## src/rtl/parking_pkg.sv

```systemverilog
// parking_pkg: shared state type, default timing and tag encoding for the
// parking gate controller and its per-gate FSM.
package parking_pkg;

    typedef enum logic [2:0] {
        IDLE,
        DECIDE,
        OPEN,
        PULSE,
        SETTLE,
        DENY,
        RELEASE
    } gate_state_t;

    localparam int unsigned DEF_DEBOUNCE_CYCLES = 4;
    localparam int unsigned DEF_OPEN_CYCLES     = 8;
    localparam int unsigned DEF_PULSE_CYCLES    = 2;
    localparam int unsigned DEF_SETTLE_CYCLES   = 2;
    localparam int unsigned DEF_CNT_W           = 16;

    // Car class tag carried alongside car_entered / car_exited.
    localparam logic TAG_UNI  = 1'b1;
    localparam logic TAG_FREE = 1'b0;

    function automatic int unsigned max2(input int unsigned a, input int unsigned b);
        return (a > b) ? a : b;
    endfunction

endpackage

```

## src/rtl/gate_fsm.sv

```systemverilog
// gate_fsm: one gate's request debounce, admit/deny decision, barrier and
// car-pulse sequencing, and the class tag latched at acceptance.
module gate_fsm
    import parking_pkg::*;
#(
    parameter int unsigned DEBOUNCE_CYCLES = DEF_DEBOUNCE_CYCLES,
    parameter int unsigned OPEN_CYCLES     = DEF_OPEN_CYCLES,
    parameter int unsigned PULSE_CYCLES    = DEF_PULSE_CYCLES,
    parameter int unsigned SETTLE_CYCLES   = DEF_SETTLE_CYCLES
) (
    input  logic clk_i,
    input  logic rst_ni,
    input  logic req_i,
    input  logic is_uni_i,
    input  logic space_ok_i,
    output logic gate_open_o,
    output logic car_o,
    output logic tag_o,
    output logic deny_o,
    output logic pulse_start_o,
    output logic deny_start_o
);

    localparam int unsigned MAX_CYCLES =
        max2(max2(DEBOUNCE_CYCLES, OPEN_CYCLES), max2(PULSE_CYCLES, SETTLE_CYCLES));
    localparam int unsigned CW = $clog2(MAX_CYCLES) + 1;

    localparam logic [CW-1:0] DEB_LAST    = CW'(DEBOUNCE_CYCLES - 1);
    localparam logic [CW-1:0] OPEN_LAST   = CW'(OPEN_CYCLES - 1);
    localparam logic [CW-1:0] PULSE_LAST  = CW'(PULSE_CYCLES - 1);
    localparam logic [CW-1:0] SETTLE_LAST = CW'(SETTLE_CYCLES - 1);

    gate_state_t   state_q, state_d;
    logic [CW-1:0] dbc_q, dbc_d;
    logic [CW-1:0] ph_q, ph_d;
    logic          tag_q, tag_d;

    // State, debounce count, phase count and tag registers.
    always_ff @(posedge clk_i or negedge rst_ni) begin
        if (!rst_ni) begin
            state_q <= IDLE;
            dbc_q   <= '0;
            ph_q    <= '0;
            tag_q   <= TAG_FREE;
        end else begin
            state_q <= state_d;
            dbc_q   <= dbc_d;
            ph_q    <= ph_d;
            tag_q   <= tag_d;
        end
    end

    // Next state and Moore outputs; the phase counter restarts on every state change.
    always_comb begin
        state_d       = state_q;
        dbc_d         = dbc_q;
        ph_d          = ph_q;
        tag_d         = tag_q;
        gate_open_o   = 1'b0;
        car_o         = 1'b0;
        deny_o        = 1'b0;
        pulse_start_o = 1'b0;
        deny_start_o  = 1'b0;
        case (state_q)
            IDLE: begin
                if (!req_i) begin
                    dbc_d = '0;
                end else if (dbc_q == DEB_LAST) begin
                    state_d = DECIDE;
                    dbc_d   = '0;
                    tag_d   = is_uni_i;
                end else begin
                    dbc_d = dbc_q + 1'b1;
                end
            end
            DECIDE: begin
                ph_d = '0;
                if (space_ok_i) begin
                    state_d = OPEN;
                end else begin
                    state_d      = DENY;
                    deny_start_o = 1'b1;
                end
            end
            OPEN: begin
                gate_open_o = 1'b1;
                if (ph_q == OPEN_LAST) begin
                    state_d       = PULSE;
                    ph_d          = '0;
                    pulse_start_o = 1'b1;
                end else begin
                    ph_d = ph_q + 1'b1;
                end
            end
            PULSE: begin
                car_o = 1'b1;
                if (ph_q == PULSE_LAST) begin
                    state_d = SETTLE;
                    ph_d    = '0;
                end else begin
                    ph_d = ph_q + 1'b1;
                end
            end
            SETTLE: begin
                if (ph_q == SETTLE_LAST) begin
                    state_d = RELEASE;
                    ph_d    = '0;
                end else begin
                    ph_d = ph_q + 1'b1;
                end
            end
            DENY: begin
                deny_o  = 1'b1;
                state_d = RELEASE;
            end
            RELEASE: begin
                if (!req_i) begin
                    state_d = IDLE;
                end
            end
            default: begin
                state_d = IDLE;
                dbc_d   = '0;
                ph_d    = '0;
            end
        endcase
    end

    assign tag_o = tag_q;

endmodule

```

## src/rtl/parking_gate_controller.sv

```systemverilog
// parking_gate_controller: entry and exit gate sequencing in front of the
// occupancy counter. Optional GATE_STATS_EN adds saturating admitted / denied /
// exited statistics counters of CNT_W bits.
module parking_gate_controller
    import parking_pkg::*;
#(
    parameter int unsigned DEBOUNCE_CYCLES = DEF_DEBOUNCE_CYCLES,
    parameter int unsigned OPEN_CYCLES     = DEF_OPEN_CYCLES,
    parameter int unsigned PULSE_CYCLES    = DEF_PULSE_CYCLES,
    parameter int unsigned SETTLE_CYCLES   = DEF_SETTLE_CYCLES,
    parameter int unsigned CNT_W           = DEF_CNT_W
) (
    input  logic clock,
    input  logic reset,
    input  logic entry_req,
    input  logic entry_is_uni,
    input  logic exit_req,
    input  logic exit_is_uni,
    input  logic uni_is_vacated_space,
    input  logic free_is_vacated_space,
    output logic car_entered,
    output logic is_uni_car_entered,
    output logic car_exited,
    output logic is_uni_car_exited,
    output logic entry_gate_open,
    output logic exit_gate_open,
    output logic entry_denied
`ifdef GATE_STATS_EN
    ,
    output logic [CNT_W-1:0] admitted_cnt,
    output logic [CNT_W-1:0] denied_cnt,
    output logic [CNT_W-1:0] exited_cnt
`endif
);

    logic entry_space_ok;
    logic entry_pulse_start;
    logic entry_deny_start;
    logic exit_pulse_start;
    logic exit_deny_unused;
    logic exit_deny_start_unused;

    // The latched tag is already valid in DECIDE, so it selects the class flag.
    assign entry_space_ok = (is_uni_car_entered == TAG_UNI) ? uni_is_vacated_space
                                                            : free_is_vacated_space;

    gate_fsm #(
        .DEBOUNCE_CYCLES(DEBOUNCE_CYCLES),
        .OPEN_CYCLES    (OPEN_CYCLES),
        .PULSE_CYCLES   (PULSE_CYCLES),
        .SETTLE_CYCLES  (SETTLE_CYCLES)
    ) u_entry (
        .clk_i        (clock),
        .rst_ni       (reset),
        .req_i        (entry_req),
        .is_uni_i     (entry_is_uni),
        .space_ok_i   (entry_space_ok),
        .gate_open_o  (entry_gate_open),
        .car_o        (car_entered),
        .tag_o        (is_uni_car_entered),
        .deny_o       (entry_denied),
        .pulse_start_o(entry_pulse_start),
        .deny_start_o (entry_deny_start)
    );

    gate_fsm #(
        .DEBOUNCE_CYCLES(DEBOUNCE_CYCLES),
        .OPEN_CYCLES    (OPEN_CYCLES),
        .PULSE_CYCLES   (PULSE_CYCLES),
        .SETTLE_CYCLES  (SETTLE_CYCLES)
    ) u_exit (
        .clk_i        (clock),
        .rst_ni       (reset),
        .req_i        (exit_req),
        .is_uni_i     (exit_is_uni),
        .space_ok_i   (1'b1),
        .gate_open_o  (exit_gate_open),
        .car_o        (car_exited),
        .tag_o        (is_uni_car_exited),
        .deny_o       (exit_deny_unused),
        .pulse_start_o(exit_pulse_start),
        .deny_start_o (exit_deny_start_unused)
    );

`ifdef GATE_STATS_EN
    logic [CNT_W-1:0] admitted_q, admitted_d;
    logic [CNT_W-1:0] denied_q, denied_d;
    logic [CNT_W-1:0] exited_q, exited_d;

    // Saturating increments on the PULSE / DENY entry strobes.
    always_comb begin
        admitted_d = admitted_q;
        denied_d   = denied_q;
        exited_d   = exited_q;
        if (entry_pulse_start && (admitted_q != '1)) admitted_d = admitted_q + 1'b1;
        if (entry_deny_start  && (denied_q   != '1)) denied_d   = denied_q + 1'b1;
        if (exit_pulse_start  && (exited_q   != '1)) exited_d   = exited_q + 1'b1;
    end

    // Statistics registers, cleared by reset.
    always_ff @(posedge clock or negedge reset) begin
        if (!reset) begin
            admitted_q <= '0;
            denied_q   <= '0;
            exited_q   <= '0;
        end else begin
            admitted_q <= admitted_d;
            denied_q   <= denied_d;
            exited_q   <= exited_d;
        end
    end

    assign admitted_cnt = admitted_q;
    assign denied_cnt   = denied_q;
    assign exited_cnt   = exited_q;
`else
    localparam int unsigned cnt_w_unused = CNT_W;
    logic stats_unused;
    assign stats_unused = ^{entry_pulse_start, entry_deny_start, exit_pulse_start};
`endif

endmodule

```

## config.mk

```make
export PLATFORM = sky130hd
export DESIGN_NAME = parking_gate_controller
export DESIGN_NICKNAME = d
export VERILOG_FILES = /design/src/rtl/parking_pkg.sv /design/src/rtl/gate_fsm.sv /design/src/rtl/parking_gate_controller.sv
export SDC_FILE = /design/constraint.sdc
export NUM_CORES = 1
export LEC_CHECK = 0
export ABC_AREA = 0
export BUFFER_PORTS_ARGS = -buffer_cell sky130_fd_sc_hd__buf_2
export CAP_MARGIN = 20
export CORE_ASPECT_RATIO = 1.4
export CORE_MARGIN = 8
export CORE_UTILIZATION = 50
export CTS_CLUSTER_DIAMETER = 40
export DETAILED_ROUTE_END_ITERATION = 10
export PLACE_DENSITY = 0.69
export SYNTH_ARGS = -nofsm -noshare
export SYNTH_HDL_FRONTEND = slang
export SYNTH_SLANG_ARGS = --single-unit
```

## constraint.sdc

```tcl
create_clock -name clock -period 1.73 [get_ports clock]
set_input_delay 0.346 -clock clock [delete_from_list [all_inputs] [get_ports clock]]
set_output_delay 0.346 -clock clock [all_outputs]
set_load 0.02 [all_outputs]
```

* After elaboration in Yosys (flattened, before gate mapping) *
Index checks and enable logic that the tools add are counted.
W data, S select, Z words.

word-level totals
  word-level logic and storage cells = 87
  output and inout bits = 7
  input bits = 8
  register bits = 24

cells by class
  add/sub/neg operators = 4
  reduce and logical (&&, ||, !) cells = 12
  muxes and demuxes = 33
  equal/unequal tests = 30

operator list
  operator               count
  $pmux W3 S7            2
  $mux W3                13
  $mux W4                8
  $pmux W4 S3            2
  $eq A3 B3 Y1 const B   6
  $add A4 B1 Y4 const B  4
  $ne A2 B1 Y1 const B   8
  $pmux W4 S2            2
  $eq A3 B2 Y1 const B   4
  $reduce_and A6 Y1      2
  $reduce_or A6 Y1       2
  $eq A4 B1 Y1 const B   2
  $eq A4 B2 Y1 const B   2
  $eq A4 B3 Y1 const B   2
  $ne A2 B2 Y1 const B   4
  $eq A3 B1 Y1 const B   2
  $logic_not A3 Y1       2
  $mux W1                6
  $reduce_and A3 Y1      2
  $reduce_or A3 Y1       2
  $reduce_or A2 Y1       2

* Depth between registers and ports, before layout *
  word-level depth = 4
  depth in mapped cells = 6
  depth with buffers taken out = 6

* By module *
Synthesis repeated with hierarchy kept, for this count alone.

second synthesis, totals
  cells, all modules = 172
  area, all modules = 1,555.2 µm²

modules (own cells, without submodules)
  module                   cells an instance  area an instance (µm²)  instances  seq. area each (µm²)
  gate_fsm (u_exit)        87                 769.5                   1          300.3
  gate_fsm (u_entry)       83                 767.0                   1          300.3
  parking_gate_controller  2                  18.8                    1          0.0

* Worst setup path after synthesis *
OpenSTA, ideal clock, no wires.

  kind = register to register
  from = register u_exit.state_q[0]
  to = register u_exit.state_q[0]
  buffers on the path = 1
  library setup time = 0.128 ns
  data required time = 1.602 ns
  period minus slack after synthesis = 1.562 ns
  cell stages (with the launch flop) = 6
  data arrival time = 1.434 ns
  path slack = 0.168 ns
  cells stage by stage = dfrtp_1 -> clkbuf_1 -> nor3b_1 -> a2bb2oi_2 -> a21oi_1 -> mux2_1

on the way
  word-level cells in the longest chain between the ends = 3
  elaborated cells on any way between the ends = 15
  classes of those cells = eq/ne: 12; mux: 1; reduce/logical: 2

RTL lines
  element                                                        line            source
  from (decl)                                                    gate_fsm.sv:33  gate_state_t state_q, state_d;
  from (signal assigned)                                         gate_fsm.sv:46  state_q <= state_d;
  $eq A3 B3 Y1 (tied with other cells)                           gate_fsm.sv:64  case (state_q)
  $ne A2 B1 Y1 (no line) / $ne A2 B2 Y1 (equally long branches)  --
  $reduce_and A6 Y1 (no line)                                    --

Parallel ways exist; a longest one is shown, timed or not.
A chain may end at the register's enable or synchronous reset.

* Worst setup path after layout *
  from = register u_entry.ph_q[1]
  to = register u_entry.state_q[1]

on the way
  word-level cells in the longest chain between the ends = 3
  elaborated cells on any way between the ends = 6
  classes of those cells = eq/ne: 5; reduce/logical: 1

RTL lines
  element                                              line                                             source
  from (decl)                                          gate_fsm.sv:35                                   logic [CW-1:0] ph_q, ph_d;
  from (signal assigned)                               gate_fsm.sv:48                                   ph_q <= ph_d;
  $eq A4 B1 Y1 / $eq A4 B3 Y1 (equally long branches)  gate_fsm.sv:97, gate_fsm.sv:105, gate_fsm.sv:87
  $ne A2 B1 Y1 (no line)                               --
  $reduce_and A6 Y1 (no line) *                        --
  to (signal assigned)                                 gate_fsm.sv:46
  to (decl)                                            gate_fsm.sv:33

Every way passes the cells marked *; elsewhere a longest branch is shown, timed or not.

==> flow_metrics.py <==
metrics = {
    "run_status": {
        "outcome": "completed",
    },
    "placed_design": {
        "dp_hpwl_um": 2220,
        "place_congestion": 0.867,
        "dp_cells": 211,
        "portBuffers": 14,
        "post-place-ws_ps": 38.6,
    },
    "cts": {
        "cts-root-buf": "clkbuf_8",
        "clk_pin_slew_ps": 80,
        "ctsHtreeMaxLevel": 1,
        "numClockSinks": 24,
        "hold_buffers": 0,
        "numCtsBuffers": 3,
        "cts_tree": "built",
        "clockBufferDepth": 2,
        "clk_latency_ps": 260,
    },
    "synth": {
        "synthSimpleGateAreaFrac_pct": 25.1,
        "ys_ff_latch": 24,
        "seq_area_frac_synth_pct": 38.9,
        "avgSynthCellArea_um2": 9.65,
        "synth_cells": 160,
        "synthArstFlopShare_pct": 100,
        "synthMuxAreaShare_pct": 3.65,
        "synth_top_family_by_area": "simple AND/OR/NAND/NOR gates",
        "synth_compound_area_share_pct": 19.7,
        "synthAdderAreaFrac_pct": 5.67,
        "ys_types": 48,
        "syn_area_um2": 1540,
        "synth_xor_area_share_pct": 1.70,
        "synth_warnings": 0,
        "syn-num-nets": 175,
        "ys.flop_type": "dfrtp_1",
        "synth_edf_count": 0,
    },
    "critical_path": {
        "crit_slowest_cell": "dfrtp_1",
        "path_max_fanout": 5,
        "critPathBufInv": 1,
        "setup.worst_path.end_class": "flip-flop",
        "path_class": "flip-flop to flip-flop",
        "arrival_ps": 1790,
        "required_ps": 1870,
        "critPathMaxStageDelay_ps": 410,
        "startpoint_type": "flip-flop",
        "path_delay_family": "compound AO/OA/AOI/OAI gates",
        "cp_cell_sequence": "inv_1 > ha_1 > nor3b_2 > a21oi_2 > a21o_1 > o41ai_2",
    },
    "global_route": {
        "overflow": 0,
        "grt_max_degree": 25,
        "grt_pass1_wl_um": 5230,
        "antenna_found_initial": 0,
        "grtUsageTotal_pct": 12.2,
        "grt_pass1_vias": 1190,
    },
    "sta": {
        "whs_ps": 53.0,
        "finalHoldViolCount": 0,
        "worst_clock_skew_ps": 1.47,
        "fmax_ghz": 0.606,
        "finalWorstPathRequiredPeriod_ps": 1650,
        "final-setup-viol-count": 0,
        "tightest_slew_ps": 527,
        "period_share_pct": 95.4,
        "slew_viol_final": 0,
        "relSlewSlack_pct": 64.9,
        "layout_setup_ws_ps": 80.4,
        "setup-tns-final_ps": 0,
        "rsz0062_at_grt": "no",
    },
    "drt": {
        "vias": 1229,
        "wire_per_inst_um": 13.7,
        "routed_wl_um": 3020,
        "drt_iter0_drc": 52,
        "ant_nets": 0,
        "drc": 0,
        "drt-vias-per-instance": 5.59,
        "drtPass1Iterations": 4,
    },
    "layout": {
        "layout_commonest_cell": "dfrtp_1",
        "area_delta_synth_final_pct": 13.5,
        "stdcell_count": 220,
        "mostFrequentLayoutCells": "dfrtp_1, nand2_1, buf_2, o21ai_0, buf_4",
        "n_antenna_cell": 0,
        "drive_above_1_share_pct": 27.1,
        "finish.net_count": 197,
    },
    "run": {
        "timing.max_cap.violations": 0,
    },
    "power": {
        "power_density_nw_per_um2": 1690,
        "power_mw": 2.97,
        "p_leak_nw": 0.830,
        "worst_ir_drop_vdd_mv": 0.796,
    },
    "floorplanning": {
        "die_y_um": 81.8,
        "io_pins": 15,
        "start_util_pct": 50.9,
        "die_area_um2": 5150,
        "core_um2": 3030,
        "die_w_um": 63.0,
        "rows": 24,
    },
    "min_path": {
        "hp-class": "input pin to async pin",
    },
}
-- state kept, by name, summed over array words and instances (netlist names) --
name	flops
u_exit.ph_q	4
u_entry.tag_o	1
u_entry.dbc_q	4
u_exit.dbc_q	4
u_entry.state_q	3
u_exit.state_q	3
u_exit.tag_o	1
u_entry.ph_q	4
-- path summary, 6_finish.rpt --
| path | slack [ps] | to | cells past startpoint | startpoint |
|---|---|---|---|---|
| worst min register to register | 520 | u_exit.tag_o$_DFFE_PN0P_ | 1 | u_exit.tag_o$_DFFE_PN0P_ |
| worst min-delay path | 50 | u_exit.tag_o$_DFFE_PN0P_ | 1 | reset |
| worst max-delay path | 80 | u_entry.state_q[1]$_DFFE_PN0P_ | 6 | u_entry.ph_q[1]$_DFFE_PN0N_ |
| min in group clock | 310 | u_entry.tag_o$_DFFE_PN0P_ | 2 | entry_is_uni |
| max in group asynchronous | 1290 | u_exit.state_q[0]$_DFFE_PN0P_ | 1 | reset |
| worst max register to register | 80 | u_entry.state_q[1]$_DFFE_PN0P_ | 6 | u_entry.ph_q[1]$_DFFE_PN0N_ |
-- what timing repair did --
action,4_1_cts,5_1_grt
setup endpoints to repair,1,5
buffers inserted,0,5
resized for setup,4,3
-- layer usage --
layer  share of wire, %  wire (µm)  GRT usage [%]
met3                2.6         78           2.59
met2                 51       1550           21.4
met1                 45       1360           14.4
met4                1.3         39           4.81
met5                  0          0              0
-- report_power, final --
part / leakage [nW] / internal (mW) / total [mW] / switching [mW]
registers: 0.312 / 0.762 / 1.05 / 0.290
logic: 0.489 / 0.729 / 1.55 / 0.819
clock network: 0.0288 / 0.203 / 0.371 / 0.169
total: 0.830 / 1.69 / 2.97 / 1.28
-- metrics by stage --
step	utilization (%)	area, µm²
2_1_floorplan	-	1540
5_1_grt	57.8	1750
3_5_place_dp	54.5	1650
3_3_place_gp	54.5	1650
6_report	57.8	1750
4_1_cts	56.5	1710
-- synth_stat cells, types with 2 or more instances --
cell       count  area, µm²
dfrtp_1       24        601
nand2_1       18       67.6
o21ai_0        9       45.0
ha_1           7       87.6
inv_1          7       26.3
nor2_1         7       26.3
nand3_1        6       30.0
a21oi_1        5       25.0
mux2_2         4       45.0
nand3b_1       4       30.0
nor3b_1        4       30.0
o21ai_1        4       20.0
a21o_1         3       22.5
a22o_1         3       26.3
buf_6          3       33.8
clkbuf_1       3       11.3
nand2b_1       3       18.8
nor2b_1        3       18.8
o31ai_1        3       22.5
xor2_1         3       26.3
a2111oi_0      2       17.5
and2_1         2       12.5
and3_1         2       12.5
and3b_1        2       17.5
buf_2          2       10.0
nand4b_1       2       17.5
nor3_1         2       10.0
o211ai_1       2       15.0
o22ai_1        2       12.5
-- worst reg2reg max path, delay by kind of cell (launching register included) --
kind	cells	cell delay (ps)
buf+inv	1	70
fa+ha+maj	1	150
flops	1	410
compound gates	3	660
simple gates	1	250
-- logic make-up after synthesis --
kind of cell	after synthesis
simple gates	64
flops	24
fa+ha+maj	7
xor+xnor	3
compound gates	42
mux	5
buf+inv	15
-- cell type report --
type | count | area [µm²]
inverters | 7 | 26.3
multi-input cells | 121 | 870
well taps | 39 | 48.8
flip-flops and latches | 24 | 606
clock buffers | 4 | 55.1
repair buffers | 25 | 148
fillers | 277 | 1280
Power figures use the tool's default switching activity.
